[config.mk]
export PLATFORM = sky130hd
export DESIGN_NAME = ysyx_23060072_ifu_axi_fetch
export DESIGN_NICKNAME = d
export VERILOG_FILES = /design/src/rtl/ysyx_23060072_ifu_axi_fetch_pkg.sv /design/src/rtl/ysyx_23060072_ifu_last_fetch.sv /design/src/rtl/ysyx_23060072_ifu_axi_fetch.sv
export SDC_FILE = /design/constraint.sdc
export NUM_CORES = 1
export LEC_CHECK = 0
export ABC_AREA = 1
export CORE_MARGIN = 5
export CORE_UTILIZATION = 40
export CTS_CLUSTER_SIZE = 12
export DETAILED_ROUTE_END_ITERATION = 10
export HOLD_SLACK_MARGIN = 0.15
export PLACE_DENSITY = 0.87
export SYNTH_ARGS = -nofsm -noshare
export SYNTH_HDL_FRONTEND = slang
export SYNTH_SLANG_ARGS = --single-unit
export TNS_END_PERCENT = 100
[constraint.sdc]
create_clock -name clk -period 2.8 [get_ports clk]
set_input_delay 0.42 -clock clk [delete_from_list [all_inputs] [get_ports clk]]
set_output_delay 0.42 -clock clk [all_outputs]
set_load 0.1 [all_outputs]
[src/rtl/ysyx_23060072_ifu_axi_fetch_pkg.sv]
// ysyx_23060072_ifu_axi_fetch_pkg
// Shared definitions for the instruction-fetch AXI4-Lite master:
//   - fetch_state_e : FSM state encoding (IDLE / AR / R / RSP)
//   - NOP_INSTR     : instruction returned on any access fault (addi x0,x0,0)
//   - RESP_OKAY     : AXI OKAY response code
//   - ENABLE/DISABLE: single-bit enable constants used across the core
//   - is_word_aligned: true when the two low PC bits are zero
package ysyx_23060072_ifu_axi_fetch_pkg;

    typedef enum logic [1:0] {
        S_IDLE = 2'd0,
        S_AR   = 2'd1,
        S_R    = 2'd2,
        S_RSP  = 2'd3
    } fetch_state_e;

    localparam logic [31:0] NOP_INSTR = 32'h0000_0013;
    localparam logic [1:0]  RESP_OKAY = 2'b00;
    localparam logic        ENABLE    = 1'b1;
    localparam logic        DISABLE   = 1'b0;

    function automatic logic is_word_aligned(input logic [1:0] low_bits);
        return (low_bits == 2'b00);
    endfunction

endpackage

[src/rtl/ysyx_23060072_ifu_last_fetch.sv]
// ysyx_23060072_ifu_last_fetch
// One-entry last-fetch register {valid, pc, instr} with address compare.
// Lets a re-fetch of the most recently returned PC skip the bus.
// Ports:
//   clk, rst        : clock, asynchronous active-high reset
//   lookup_addr     : PC being requested by the IF stage
//   hit, hit_instr  : entry is valid and matches lookup_addr; stored word
//   update          : store update_pc/update_instr and mark valid
//   invalidate      : clear the entry (takes priority over update)
module ysyx_23060072_ifu_last_fetch
    import ysyx_23060072_ifu_axi_fetch_pkg::*;
#(
    parameter int ADDR_W = 32
) (
    input  logic              clk,
    input  logic              rst,
    input  logic [ADDR_W-1:0] lookup_addr,
    output logic              hit,
    output logic [31:0]       hit_instr,
    input  logic              update,
    input  logic              invalidate,
    input  logic [ADDR_W-1:0] update_pc,
    input  logic [31:0]       update_instr
);

    logic              valid_q;
    logic [ADDR_W-1:0] pc_q;
    logic [31:0]       instr_q;

    always_ff @(posedge clk or posedge rst) begin
        if (rst) begin
            valid_q <= DISABLE;
            pc_q    <= '0;
            instr_q <= '0;
        end else if (invalidate) begin
            valid_q <= DISABLE;
        end else if (update) begin
            valid_q <= ENABLE;
            pc_q    <= update_pc;
            instr_q <= update_instr;
        end
    end

    assign hit       = valid_q && (lookup_addr == pc_q);
    assign hit_instr = instr_q;

endmodule

[src/rtl/ysyx_23060072_ifu_axi_fetch.sv]
// ysyx_23060072_ifu_axi_fetch
// Instruction-fetch bus master: takes one PC at a time from the IF stage,
// performs a single-beat AXI4-Lite read (AR/R only) and returns
// {instr, pc, err}. Flushes discard the outstanding fetch.
// Ports:
//   clk, rst                         : clock, asynchronous active-high reset
//   req_valid_i/req_ready_o/req_addr_i: fetch request from IF
//   flush_i                          : cancel outstanding fetch
//   rsp_valid_o/rsp_ready_i          : response handshake to IF
//   rsp_instr_o/rsp_pc_o/rsp_err_o   : response payload
//   araddr_o/arvalid_o/arready_i     : AXI AR channel
//   rdata_i/rresp_i/rvalid_i/rready_o: AXI R channel
// Optional feature: define YSYX_23060072_IFU_REFETCH_BYPASS_EN to add the
// last-fetch bypass register (ysyx_23060072_ifu_last_fetch).
module ysyx_23060072_ifu_axi_fetch
    import ysyx_23060072_ifu_axi_fetch_pkg::*;
#(
    parameter int ADDR_W = 32
) (
    input  logic              clk,
    input  logic              rst,
    input  logic              req_valid_i,
    output logic              req_ready_o,
    input  logic [ADDR_W-1:0] req_addr_i,
    input  logic              flush_i,
    output logic              rsp_valid_o,
    input  logic              rsp_ready_i,
    output logic [31:0]       rsp_instr_o,
    output logic [ADDR_W-1:0] rsp_pc_o,
    output logic              rsp_err_o,
    output logic [ADDR_W-1:0] araddr_o,
    output logic              arvalid_o,
    input  logic              arready_i,
    input  logic [31:0]       rdata_i,
    input  logic [1:0]        rresp_i,
    input  logic              rvalid_i,
    output logic              rready_o
);

    fetch_state_e      state_q;
    logic [ADDR_W-1:0] pc_q;
    logic [31:0]       instr_q;
    logic              err_q;
    logic              drop_q;

    logic              bypass_hit;
    logic [31:0]       bypass_instr;

`ifdef YSYX_23060072_IFU_REFETCH_BYPASS_EN
    logic lf_update;
    logic lf_invalidate;

    // Only a beat that is actually delivered to IF may refresh the entry;
    // any error beat (delivered or dropped) invalidates it.
    assign lf_update     = (state_q == S_R) && rvalid_i && !drop_q && !flush_i
                           && (rresp_i == RESP_OKAY);
    assign lf_invalidate = (state_q == S_R) && rvalid_i && (rresp_i != RESP_OKAY);

    ysyx_23060072_ifu_last_fetch #(
        .ADDR_W(ADDR_W)
    ) u_last_fetch (
        .clk          (clk),
        .rst          (rst),
        .lookup_addr  (req_addr_i),
        .hit          (bypass_hit),
        .hit_instr    (bypass_instr),
        .update       (lf_update),
        .invalidate   (lf_invalidate),
        .update_pc    (pc_q),
        .update_instr (rdata_i)
    );
`else
    assign bypass_hit   = DISABLE;
    assign bypass_instr = NOP_INSTR;
`endif

    // Main fetch FSM. A flush in AR/R only marks the fetch as dropped so the
    // AXI transaction still completes legally; the R beat is then thrown away.
    // A flush coinciding with the R beat drops it directly.
    always_ff @(posedge clk or posedge rst) begin
        if (rst) begin
            state_q <= S_IDLE;
            pc_q    <= '0;
            instr_q <= '0;
            err_q   <= DISABLE;
            drop_q  <= DISABLE;
        end else begin
            case (state_q)
                S_IDLE: begin
                    drop_q <= DISABLE;
                    if (req_valid_i) begin
                        pc_q <= req_addr_i;
                        if (!is_word_aligned(req_addr_i[1:0])) begin
                            state_q <= S_RSP;
                            instr_q <= NOP_INSTR;
                            err_q   <= ENABLE;
                        end else if (bypass_hit) begin
                            state_q <= S_RSP;
                            instr_q <= bypass_instr;
                            err_q   <= DISABLE;
                        end else begin
                            state_q <= S_AR;
                        end
                    end
                end
                S_AR: begin
                    if (flush_i) begin
                        drop_q <= ENABLE;
                    end
                    if (arready_i) begin
                        state_q <= S_R;
                    end
                end
                S_R: begin
                    if (flush_i) begin
                        drop_q <= ENABLE;
                    end
                    if (rvalid_i) begin
                        if (drop_q || flush_i) begin
                            state_q <= S_IDLE;
                            drop_q  <= DISABLE;
                        end else begin
                            state_q <= S_RSP;
                            if (rresp_i == RESP_OKAY) begin
                                instr_q <= rdata_i;
                                err_q   <= DISABLE;
                            end else begin
                                instr_q <= NOP_INSTR;
                                err_q   <= ENABLE;
                            end
                        end
                    end
                end
                S_RSP: begin
                    if (flush_i || rsp_ready_i) begin
                        state_q <= S_IDLE;
                    end
                end
                default: begin
                    state_q <= S_IDLE;
                end
            endcase
        end
    end

    // Handshake outputs are pure state decodes; payload comes from flops.
    assign req_ready_o = (state_q == S_IDLE);
    assign arvalid_o   = (state_q == S_AR);
    assign rready_o    = (state_q == S_R);
    assign rsp_valid_o = (state_q == S_RSP);
    assign araddr_o    = pc_q;
    assign rsp_pc_o    = pc_q;
    assign rsp_instr_o = instr_q;
    assign rsp_err_o   = err_q;

endmodule

==> results.md <==
- Mean post-synth cell area: 9.13 um2
- Clk_skew: 6.24 ps
- Post-synth design cell area: 3370 um2
- Rows: 33
- Critical path cell sequence: inv_1, ha_1, nand2_1, nand2_1, nor2_4, nand2_4, nand2_1, nand2_1
- FF-to-FF End: rsp_instr_o[9]
- Final WL: 8990 um
- Yosys warning total: 0
- Filler Cells Inserted: 713
- Initial antenna violation count: 0
- Clock Sinks: 68
- Final hold vios: 0
- Crit-path max FO: 33
- Via count: 2831
- Register area: 1700 um2
- Average wire per standard cell: 14.5 um
- First-pass DRT Iterations: 4
- Commonest non-fill, non-tap cell in the layout: buf_4
- Sequential area share after synthesis: 50.5%
- Final min period: 2090 ps
- Area share of the largest cell type after synthesis: 50.5%
- Share of cells above drive strength 1: 30.2%
- Synth unique cells: 20
- Synth Register Bits: 68
- Worst reg-to-reg path cell count: 8
- P&R area growth vs syn: 43.9%
- TritonCTS Buffers: 9
- R2R Setup Slk: 710 ps
- Setup Viol. Count Final: 0
- Final-stage net count: 590
- Clock root buffer: clkbuf_8
- CTS tree: yes
- Inst Count DP: 604
- Slew @ Worst Pin: 749 ps
- Status: finished clean
- Ports: 174
- Core area: 8220 um2
- WP buf/inv: 1
- Wire length on met2: 4830 um
- Starting density of the core: 41.0%
- Synth area leader: dfrtp_1
- Metal3 WL: 618 um
- Global-route wire length before repair: 14300 um
- Non-filler instance count after layout: 619
- CP delay by family, top: simple AND/OR/NAND/NOR gates
- CTS Hold Buffers Added: 0
- Top layer in use: met4
- CP arrival: 2310 ps
- Crit share post-route: 74.7%
- CP dominant cell by count: nand2_1
- DRC viols: 0
- Tightest Hold Check Type: flip-flop to flip-flop
- Htree depth: 3
- Post-CTS setup buffer count: 0
- Met1 Wirelength: 3430 um
- Congestion Overflow GR: 0
- Die width: 102 um
- CP endpoint kind: flip-flop
- Final core utilization: 59.0%
- Post-cts sizing count: 0
- Post-DRT Antenna Nets: 0
- Clock latency on the worst-skew pair: 330 ps
- Max cap viols: 0
- RSZ-0062 raised after global routing: no
- Max Root-Sink Buffers: 2
- Footprint of the multi-input gates: 1170 um2
- Mapped Cells: 369
- Critical setup path kind: flip-flop to flip-flop
- Die ar.: 10400 um2
- RePlAce Congestion: 0.855
- Hold EP: rsp_err_o
- Worst hold path depth: 2
- GR Util All Layers: 17.5%
- Min-delay src: rsp_err_o
- Routed vias/inst: 4.57
- Largest net degree at the start of global routing: 37
- Top achievable clock speed: 0.478 GHz
- Dpl hpwl: 6980 um
- Commonest non-fill, non-tap cells in the layout: buf_4 (103), nand2_1 (90), clkdlybuf4s50_1 (72)
- Reg2reg start: state_q[1]
- Slowest cell on crit path: dfrtp_1
- Vias in the first global route: 2978
- Die Height: 102 um
- CP Launch Type: flip-flop
- Rel. slew slack: 49.9%
- Setup TNS Final: 0 ps
- Buffers on Ports: 173
- Critical Path RT: 3020 ps
- Diode count: 0
- CP max stage delay: 490 ps
- Clock transition at path regs: 70 ps
- DRT iter0 DRCs: 69
- Mapped Nets: 449
- Ranking of synthesized cells by area: dfrtp_1 (50%), mux2_2 (10%), nand2_1 (10%)
- Final slew viol count: 0
==> area by class of cell <==
type	instances	share of cell area (%)
Sequential cell	68	35.1
Timing Repair Buffer	176	31.2
Multi-Input combinational cell	210	24.0
Inverter	45	3.48
Clock buffer	13	3.28
Tap cell	105	2.71
Clock inverter	2	0.206
==> through the flow <==
stage / setup WS, ps / hold slack, ps / area [um2]
finish: 708 / 472 / 4850
detailed placement: 657 / 462 / 4680
global placement: 741 / 458 / 4680
floorplan: 490 / 468 / 3370
CTS: 739 / 477 / 4850
global route: 538 / 505 / 4850
==> worst min-delay path, delay by kind of cell, from the launching register on <==
family        cells  cell delay [ps]
simple gates      2              100
flops             1              340
==> kinds of logic after synthesis <==
logic type	count (synthesis)	synth area share (%)
AOI/OAI and AO/OA	5	0.816
and+or+nand+nor	168	21.2
muxes	30	10.0
buffers and inverters	91	14.9
adders and majority gates	7	2.60
DFF	68	50.5
==> how the worst max path moves through the flow <==
stage	from	endpoint	slack, ps	cells past startpoint
floorplan	state_q[0]	rsp_instr_o[0]	490	8
global placement	req_valid_i	rsp_instr_o[18]	740	8
detailed placement	flush_i	rsp_instr_o[9]	660	7
CTS	state_q[0]	rsp_instr_o[9]	740	8
global route	state_q[1]	rsp_instr_o[22]	540	8
finish	state_q[1]	rsp_instr_o[9]	710	8
==> layer usage <==
layer  up-vias  global-route usage (%)
met5         -                       0
met1      1349                    19.9
met2        90                    31.7
met4         0                    6.34
met3        10                    4.20
li1       1382                       -
==> state kept, by name, indices dropped and copies added, names as in the netlist <==
| signal | count |
|---|---|
| rsp_instr_o | 32 |
| drop_q | 1 |
| rsp_err_o | 1 |
| araddr_o | 32 |
| state_q | 2 |
==> synthesized netlist by cell type, drive strengths merged <==
cell / count
ha: 7
nand3b: 1
nand3: 35
nor2: 38
mux2: 30
o21bai: 1
nand4: 1
inv: 45
o21ai: 3
a21oi: 1
buf: 46
dfrtp: 68
nand2: 93
Power is left out: the tool's default activity adds up to more than one toggle a clock period on the data nets, which glitch-free logic cannot reach.
